===== src/rtl/detector_jogada_if.sv =====
// Bus between the button detector and the game control unit.
// The multipla line exists only when DETECTOR_JOGADA_REJEITA_MULTIPLA_EN is defined.
interface detector_jogada_if;
    logic       habilita;
    logic [3:0] botoes;
    logic       fez_jogada;
    logic [3:0] jogada;
    logic [1:0] jogada_cod;
`ifdef DETECTOR_JOGADA_REJEITA_MULTIPLA_EN
    logic       multipla;
`endif
    logic [2:0] db_estado;

    modport master (
        output habilita, botoes,
        input  fez_jogada, jogada, jogada_cod,
`ifdef DETECTOR_JOGADA_REJEITA_MULTIPLA_EN
        input  multipla,
`endif
        input  db_estado
    );

    modport slave (
        input  habilita, botoes,
        output fez_jogada, jogada, jogada_cod,
`ifdef DETECTOR_JOGADA_REJEITA_MULTIPLA_EN
        output multipla,
`endif
        output db_estado
    );
endinterface


===== src/rtl/detector_jogada.sv =====
// Debounced push-button move detector: one fez_jogada pulse per press/release cycle.
// Define DETECTOR_JOGADA_REJEITA_MULTIPLA_EN to reject multi-button presses (multipla pulse).
module detector_jogada #(
    parameter int DEBOUNCE_CICLOS = 50000
) (
    input  logic             clock,
    input  logic             reset,
    detector_jogada_if.slave bus
);
    localparam int            CW       = $clog2(DEBOUNCE_CICLOS);
    localparam logic [CW-1:0] CNT_LAST = CW'(DEBOUNCE_CICLOS - 1);

    typedef enum logic [2:0] {
        ESPERA  = 3'd0,
        FILTRA  = 3'd1,
        PULSO   = 3'd2,
`ifdef DETECTOR_JOGADA_REJEITA_MULTIPLA_EN
        SOLTA   = 3'd3,
        REJEITA = 3'd4
`else
        SOLTA   = 3'd3
`endif
    } state_t;

    state_t        r_state, w_state_next;
    logic [CW-1:0] r_cnt, w_cnt_next;
    logic [3:0]    r_sync1, r_bs;
    logic [3:0]    r_cand, w_cand_next;
    logic [3:0]    r_jogada, w_jogada_next;
    logic [1:0]    r_cod, w_cod_next;
    logic [3:0]    w_low_onehot;
    logic [1:0]    w_low_cod;

    // Lowest set bit of the candidate wins when several buttons are held.
    assign w_low_onehot = r_cand & (~r_cand + 4'd1);

    always_comb begin
        w_low_cod = 2'd0;
        case (w_low_onehot)
            4'b0010: w_low_cod = 2'd1;
            4'b0100: w_low_cod = 2'd2;
            4'b1000: w_low_cod = 2'd3;
            default: w_low_cod = 2'd0;
        endcase
    end

    always_ff @(posedge clock) begin
        if (!reset) begin
            r_state  <= ESPERA;
            r_cnt    <= '0;
            r_sync1  <= 4'b0;
            r_bs     <= 4'b0;
            r_cand   <= 4'b0;
            r_jogada <= 4'b0;
            r_cod    <= 2'b0;
        end else begin
            r_state  <= w_state_next;
            r_cnt    <= w_cnt_next;
            r_sync1  <= bus.botoes;
            r_bs     <= r_sync1;
            r_cand   <= w_cand_next;
            r_jogada <= w_jogada_next;
            r_cod    <= w_cod_next;
        end
    end

    always_comb begin
        w_state_next  = r_state;
        w_cnt_next    = r_cnt;
        w_cand_next   = r_cand;
        w_jogada_next = r_jogada;
        w_cod_next    = r_cod;
        case (r_state)
            ESPERA: begin
                w_cnt_next = '0;
                if (bus.habilita && (r_bs != 4'b0)) begin
                    w_cand_next  = r_bs;
                    w_state_next = FILTRA;
                end
            end
            FILTRA: begin
                if ((r_bs != r_cand) || !bus.habilita) begin
                    w_cnt_next   = '0;
                    w_state_next = ESPERA;
                end else if (r_cnt == CNT_LAST) begin
                    w_cnt_next = '0;
`ifdef DETECTOR_JOGADA_REJEITA_MULTIPLA_EN
                    if (w_low_onehot != r_cand) begin
                        w_state_next = REJEITA;
                    end else begin
                        w_state_next  = PULSO;
                        w_jogada_next = w_low_onehot;
                        w_cod_next    = w_low_cod;
                    end
`else
                    w_state_next  = PULSO;
                    w_jogada_next = w_low_onehot;
                    w_cod_next    = w_low_cod;
`endif
                end else begin
                    w_cnt_next = r_cnt + 1'b1;
                end
            end
            PULSO: begin
                w_cnt_next   = '0;
                w_state_next = SOLTA;
            end
`ifdef DETECTOR_JOGADA_REJEITA_MULTIPLA_EN
            REJEITA: begin
                w_cnt_next   = '0;
                w_state_next = SOLTA;
            end
`endif
            SOLTA: begin
                // Release window restarts on any bounce back to a pressed level.
                if (r_bs != 4'b0) begin
                    w_cnt_next = '0;
                end else if (r_cnt == CNT_LAST) begin
                    w_cnt_next   = '0;
                    w_state_next = ESPERA;
                end else begin
                    w_cnt_next = r_cnt + 1'b1;
                end
            end
            default: begin
                w_cnt_next   = '0;
                w_state_next = ESPERA;
            end
        endcase
    end

    assign bus.fez_jogada = (r_state == PULSO);
    assign bus.jogada     = r_jogada;
    assign bus.jogada_cod = r_cod;
    assign bus.db_estado  = r_state;
`ifdef DETECTOR_JOGADA_REJEITA_MULTIPLA_EN
    assign bus.multipla   = (r_state == REJEITA);
`endif
endmodule


===== src/flat_wrapper.sv =====
// flat-port wrapper written by rule: the top's interface ports become plain ports
module detector_jogada_flat 
#(
    parameter int DEBOUNCE_CICLOS = 50000
)
  (clock, reset, bus_habilita, bus_botoes, bus_fez_jogada, bus_jogada, bus_jogada_cod, bus_db_estado);
  detector_jogada_if bus_i ();
  input  logic clock;
  input  logic reset;
  input wire logic [$bits(bus_i.habilita)-1:0] bus_habilita;
  input wire logic [$bits(bus_i.botoes)-1:0] bus_botoes;
  output wire logic [$bits(bus_i.fez_jogada)-1:0] bus_fez_jogada;
  output wire logic [$bits(bus_i.jogada)-1:0] bus_jogada;
  output wire logic [$bits(bus_i.jogada_cod)-1:0] bus_jogada_cod;
  output wire logic [$bits(bus_i.db_estado)-1:0] bus_db_estado;
  assign bus_i.habilita = bus_habilita;
  assign bus_i.botoes = bus_botoes;
  assign bus_fez_jogada = bus_i.fez_jogada;
  assign bus_jogada = bus_i.jogada;
  assign bus_jogada_cod = bus_i.jogada_cod;
  assign bus_db_estado = bus_i.db_estado;
  detector_jogada #(.DEBOUNCE_CICLOS(DEBOUNCE_CICLOS)) u_core (.clock(clock), .reset(reset), .bus(bus_i));
endmodule

===== config.mk =====
export PLATFORM = sky130hd
export DESIGN_NAME = detector_jogada_flat
export DESIGN_NICKNAME = d
export VERILOG_FILES = /design/src/rtl/detector_jogada_if.sv /design/src/rtl/detector_jogada.sv /design/src/flat_wrapper.sv
export SDC_FILE = /design/constraint.sdc
export NUM_CORES = 1
export LEC_CHECK = 0
export CORE_ASPECT_RATIO = 0.6
export CORE_MARGIN = 5
export CORE_UTILIZATION = 40
export CTS_BUF_LIST = sky130_fd_sc_hd__clkbuf_16
export DETAILED_ROUTE_END_ITERATION = 10
export MAX_ROUTING_LAYER = met4
export PLACE_DENSITY = 0.63
export SYNTH_ARGS = -nofsm -noshare
export SYNTH_HDL_FRONTEND = slang
export SYNTH_SLANG_ARGS = --single-unit
export TNS_END_PERCENT = 100

===== constraint.sdc =====
create_clock -name clock -period 2.63 [get_ports clock]
set_clock_uncertainty 0.2 [all_clocks]
set_input_delay 0.3945 -clock clock [delete_from_list [all_inputs] [get_ports clock]]
set_output_delay 0.3945 -clock clock [all_outputs]
set_load 0.005 [all_outputs]

==> impl_metrics.env, run 1 <==
export IMPL_wl_met1_um=1585
export IMPL_fmax_mhz=456.4
export IMPL_vias=1221
export IMPL_detailed_place_hpwl_um=2270
export IMPL_wl_um=3089
export IMPL_io_pins=17
export IMPL_drt_first_iter_violations=85
export IMPL_start_util_pct=42.44
export IMPL_syn_area_mm2=0.001598
export IMPL_arrival_ps=2140
export IMPL_drc=0
export IMPL_clockBufferDepth=2
export IMPL_finalHoldViolations=0
export IMPL_status="completed"
export IMPL_fp_dieW_um=91.60
export IMPL_power_density_mw_per_mm2=653.2
export IMPL_ant_nets=0
export IMPL_fin_setup_tns_ps=0
export IMPL_grt_max_degree=17
export IMPL_met3_length_um=186
export IMPL_hp_class="reg2reg"
export IMPL_maxSlewViolCount=0
export IMPL_cts_setup_buffers=0
export IMPL_htreeDepth=2
export IMPL_holdBufCountCts=0
export IMPL_port_buffers=15
export IMPL_rows=17
export IMPL_cts_root_buf="clkbuf_16"
export IMPL_final_nets=192
export IMPL_peakVddDrop_mv=0.3209
export IMPL_tightest_slew_ps=654.8
export IMPL_clk_latency_ps=270
export IMPL_avgSynthCellArea_um2=9.568
export IMPL_clkSlewWorstSetupHoldPaths_ps=60
export IMPL_routabilityCongestion=0.8347
export IMPL_yosys_warnings=0
export IMPL_leakage_nw=0.7215
export IMPL_period_needed_ps=2191
export IMPL_rsz0062_at_grt="no"
export IMPL_pre_cts_slack_ps=244.9
export IMPL_seq_area_frac_synth_pct=45.11
export IMPL_first_pass_iters=4
export IMPL_post_drt_wl_per_cell_um=13.31
export IMPL_area_growth_pct=21.07
export IMPL_worstPathCellList="ha_1, and3_2, nand4_2, or4b_1, mux2i_1"
export IMPL_yosysUniqueCellTypes=38
export IMPL_crit_family="simple AND/OR/NAND/NOR gates"
export IMPL_highest_layer="met4"
export IMPL_track_usage_pct=12.87
export IMPL_fp_dieH_um=58.96
export IMPL_drv_cap=0
export IMPL_core_mm2=0.003765
export IMPL_setup_viol=0
export IMPL_crit_buf_inv=0
export IMPL_grt_pass1_wl_um=5354
export IMPL_cp_required_ps=2580
export IMPL_setup_slack_ps=439.0
export IMPL_grt_pass1_vias=1170
export IMPL_clock_sinks=36
export IMPL_syn_nets=175
export IMPL_die_area_mm2=0.005400
export IMPL_grt_ovfl_total=0
export IMPL_vias_per_cell=5.263
export IMPL_critPathSlowestCell="or4b_1"
export IMPL_path_class="reg2reg"
export IMPL_grt_antenna_before_repair=0
export IMPL_ctsResizeCount=0
export IMPL_drive_gt1_share_pct=7.027
export IMPL_critPathLaunchType="register"
export IMPL_critPathCaptureType="register"
export IMPL_ys_seq_elements=36
export IMPL_tritoncts="yes"
export IMPL_cp_slowest_stage_delay_ps=700
export IMPL_max_slew_margin_rel_pct=55.94
export IMPL_cp_max_fo=7
export IMPL_postSynthCellCount=167
export IMPL_min_period_over_period_pct=83.31
export IMPL_n_antenna_cell=0
export IMPL_cts_buffers=5
export IMPL_wl_met2_um=1304
[cell usage after synthesis]
cell	count	area, um^2
and2_1	10	62.56
or4b_1	1	10.01
clkbuf_1	2	7.510
conb_1	1	3.750
xor2_1	7	61.31
inv_1	3	11.26
mux2i_1	10	100.1
a22oi_1	1	7.510
nor2_1	5	18.77
nor2b_1	4	25.02
nand4_1	3	18.77
xnor2_1	7	61.31
or3_1	4	25.02
dfxtp_1	36	720.7
a31oi_1	1	6.260
nor4_1	2	12.51
a21boi_1	1	7.510
a211oi_1	4	30.03
dlygate4sd1_1	1	8.760
nand3_1	8	40.04
nor3_1	13	65.06
and4bb_1	2	25.02
buf_4	1	7.510
and3_1	1	6.260
and3b_2	1	10.01
nor4b_4	1	23.77
and3_2	1	7.510
and2b_1	1	7.510
o21ai_0	7	35.03
nand2_1	15	56.30
buf_2	1	5.000
buf_6	2	22.52
nor3b_1	2	15.01
and4_1	2	17.52
nand3b_1	2	15.01
o211ai_1	2	15.01
nand4_2	1	12.51
ha_1	1	12.51
[placed cells by master, fill, tap and decap left out, types with 2 or more instances in the layout]
master,count
and2_1,10
a211oi_1,4
and4_1,2
nand4_1,3
nor2_1,5
xnor2_1,7
nand3b_1,2
o211ai_1,2
or3_1,4
nor4_1,2
nand2_1,15
nor3_1,13
nor3b_1,2
clkdlybuf4s50_1,15
nand3_1,8
buf_4,2
and4bb_1,2
dfxtp_1,36
mux2i_1,10
o21ai_0,7
xor2_1,7
nor2b_1,4
inv_1,4
clkbuf_16,5
[report_power, final]
group	total (mW)	internal, mW	switching, mW	leakage, nW
Sequential	0.561	0.554	0.00725	0.292
Combinational	0.0550	0.0273	0.0277	0.345
Clock	0.647	0.441	0.206	0.0850
[logic make-up (layout without fill, tap and decap cells)]
kind of cell,count (synthesis),count (layout),synth area share (%)
adder cells (fa/ha/maj),1,1,0.7830
flip-flops,36,36,45.11
XOR/XNOR,14,14,7.674
AND/OR/NAND/NOR,79,79,29.68
multiplexers,10,10,6.265
other,1,1,0.2347
AO/OA/AOI/OAI,16,16,6.343
buffers and inverters,10,28,3.915
[worst paths after layout]
check,end,depth (start not counted),slack [ps],start
setup reg to reg,u_core.bus.jogada_cod[0],5,440,u_core.r_cnt[0]
hold / removal,u_core.r_bs[1],1,230,u_core.r_sync1[1]
setup / recovery,u_core.bus.jogada_cod[0],5,440,u_core.r_cnt[0]
hold reg to reg,u_core.r_bs[1],1,230,u_core.r_sync1[1]
[sequential cells by signal, indices dropped and copies added, names as in the netlist]
| register | cells |
|---|---|
| u_core.bus.db_estado | 2 |
| u_core.bus.jogada | 4 |
| u_core.bus.jogada_cod | 2 |
| u_core.r_bs | 4 |
| u_core.r_cand | 4 |
| u_core.r_cnt | 16 |
| u_core.r_sync1 | 4 |
[metrics by stage]
stage               cells  hold WS, ps  instance area, um^2  utilization [%]  total power, mW
floorplan             167        211.9                 1598                -           0.6088
global placement      224        215.1                 1770            47.03           0.6268
detailed placement    224        226.6                 1770            47.03           0.6280
CTS                   232        239.4                 1934            51.38            1.280
global route          232        266.9                 1934            51.38            1.307
finish                232        233.1                 1934            51.38            1.264
[area by class of cell]
| cell class | instances | area (um^2) |
|---|---|---|
| tap | 47 | 58.81 |
| inverter | 3 | 11.26 |
| fill | 350 | 1831 |
| multi-input combinational | 121 | 814.5 |
| sequential | 36 | 720.7 |
| clock buffer | 5 | 125.1 |
| timing repair buffer | 17 | 165.2 |
| clock inverter | 3 | 38.79 |
[metal layers]
metal	GRT usage, %	vias up
met5	-	-
met4	2.575	0
met3	4.598	2
met2	19.42	22
met1	16.73	576
li1	-	621
[worst register-to-register path: cells and delay by family, from the launching register on]
kind,cells,cell delay [ps]
muxes,1,190
and+or+nand+nor,3,1090
adders and majority gates,1,220
DFF,1,370
(Power assumes the default switching activity.)
==> run 2, diff against run 1 <==
==> constraint.sdc (replaced) <==
create_clock -name clock -period 2.1 [get_ports clock]
set_clock_uncertainty 0.2 [all_clocks]
set_input_delay 0.315 -clock clock [delete_from_list [all_inputs] [get_ports clock]]
set_output_delay 0.315 -clock clock [all_outputs]
set_load 0.005 [all_outputs]
==> run 2 against run 1 <==
Utilization grew 1.1 points; die area is the same; setup slack lost 320 ps; clock power grew 9.1%; flip-flop and latch count is the same; hold slack lost 4.0 ps; largest cell class unchanged.
==> impl_metrics.env, run 2 (synthesized netlist as in run 1, its figures left out) <==
export IMPL_track_usage_pct=13.90
export IMPL_detailed_place_hpwl_um=2331
export IMPL_tritoncts="yes"
export IMPL_dp_cells=233
export IMPL_pre_cts_slack_ps=-70.82
export IMPL_min_period_over_period_pct=94.26
export IMPL_holdBufCountCts=0
export IMPL_vias=1249
export IMPL_grt_util_met1_pct=18.44
export IMPL_drive_gt1_share_pct=11.34
export IMPL_clockBufferDepth=2
export IMPL_grt_pass1_vias=1160
export IMPL_ant_nets=0
export IMPL_ctsResizeCount=0
export IMPL_layout_cells_non_filler=241
export IMPL_htreeDepth=2
export IMPL_cp_required_ps=2060
export IMPL_cts_root_buf="clkbuf_16"
export IMPL_final_common_cell="dfxtp_1"
export IMPL_cts_buffers=5
export IMPL_met3_usage_pct=5.747
export IMPL_drv_cap=0
export IMPL_io_pins=17
export IMPL_gr_usage_met2_pct=17.86
export IMPL_critPathLaunchType="register"
export IMPL_routabilityCongestion=0.8136
export IMPL_cp_max_fo=7
export IMPL_grt_antenna_before_repair=0
export IMPL_fp_dieW_um=91.60
export IMPL_peakVddDrop_mv=0.3996
export IMPL_maxSlewViolCount=0
export IMPL_hp_class="reg2reg"
export IMPL_fmax_mhz=505.2
export IMPL_path_class="reg2reg"
export IMPL_wl_um=3159
export IMPL_clkSlewWorstSetupHoldPaths_ps=50
export IMPL_worst_r2r_cell_count=6
export IMPL_n_antenna_cell=0
export IMPL_grt_ovfl_total=0
export IMPL_grt_busiest_layer="met1"
export IMPL_period_needed_ps=1980
export IMPL_largest_register_ffs=16
export IMPL_die_area_mm2=0.005400
export IMPL_largest_register="u_core.r_cnt"
export IMPL_arrival_ps=1940
export IMPL_place_area_mm2=0.001838
export IMPL_status="completed"
export IMPL_vias_per_cell=5.183
export IMPL_min_delay_path_depth=1
export IMPL_clock_sinks=36
export IMPL_core_mm2=0.003765
export IMPL_final_cell_mix="dfxtp_1 (36), nand2_1 (15), clkdlybuf4s50_1 (15), nor3_1 (13), buf_4 (11)"
export IMPL_drt_first_iter_violations=47
export IMPL_drc=0
export IMPL_start_util_pct=42.44
export IMPL_fin_hold_ws_ps=229.1
export IMPL_power_density_mw_per_mm2=751.8
export IMPL_setup_viol=0
export IMPL_grt_max_degree=17
export IMPL_area_growth_pct=23.73
export IMPL_rsz0062_at_grt="no"
export IMPL_port_buffers=15
export IMPL_fp_dieH_um=58.96
export IMPL_critPathCaptureType="register"
export IMPL_grt_pass1_wl_um=5561
export IMPL_first_pass_iters=4
export IMPL_final_nets=201
export IMPL_clk_latency_ps=280
export IMPL_fin_area_mm2=0.001977
export IMPL_rows=17
export IMPL_finalHoldViolations=0
export IMPL_leakage_nw=0.7507
export IMPL_cts_setup_buffers=0
export IMPL_setup_slack_ps=120.4
export IMPL_post_drt_wl_per_cell_um=13.11
export IMPL_utilization_pct=52.51
[run 2: cell types whose count changed in the layout (fill, tap and decap cells not counted), sizes merged]
cell    delta
inv        -1
bufinv     -1
clkinv     +2
buf        +9
[run 2: cell type report]
| class | instances | area (um^2) |
|---|---|---|
| well taps | 47 | 58.81 |
| repair buffers | 26 | 232.7 |
| fillers | 335 | 1788 |
| clock inverters | 3 | 13.76 |
| clock buffers | 5 | 125.1 |
| multi-input cells | 121 | 814.5 |
| flip-flops and latches | 36 | 720.7 |
| inverters | 3 | 11.26 |
[run 2: path summary, 6_finish.rpt]
| path | start | endpoint | slack [ps] |
|---|---|---|---|
| worst max-delay path | u_core.r_cnt[0] | u_core.bus.jogada_cod[0] | 120 |
| worst min-delay path | u_core.r_sync1[0] | u_core.r_bs[0] | 230 |
| worst max register to register | u_core.r_cnt[0] | u_core.bus.jogada_cod[0] | 120 |
| worst min register to register | u_core.r_sync1[0] | u_core.r_bs[0] | 230 |
[run 2: power breakdown]
group | internal [mW] | switching [mW]
registers | 0.694 | 0.00908
clock network | 0.430 | 0.276
logic | 0.0400 | 0.0370
total | 1.16 | 0.322
[run 2: stage by stage]
step                total power [mW]  TNS (ps)
floorplan                     0.7625         0
global placement              0.7920    -195.6
detailed placement            0.7940    -380.9
CTS                            1.503         0
global route                   1.556         0
finish                         1.486         0
[run 2: critical path, cell delays in order, from the launching register on]
cell	delay, ps
dfxtp_1	370
ha_1	210
and3_2	220
nand4_2	90
or4b_1	480
buf_4	190
mux2i_1	120
[run 2: per-layer routing]
| metal | vias to the layer above | part of all wire, % | routed length (um) |
|---|---|---|---|
| met5 | - | 0 | 0 |
| met4 | 0 | 1.6 | 52 |
| met3 | 7 | 6.7 | 213 |
| met2 | 33 | 39 | 1229 |
| met1 | 571 | 53 | 1664 |
| li1 | 638 | - | - |
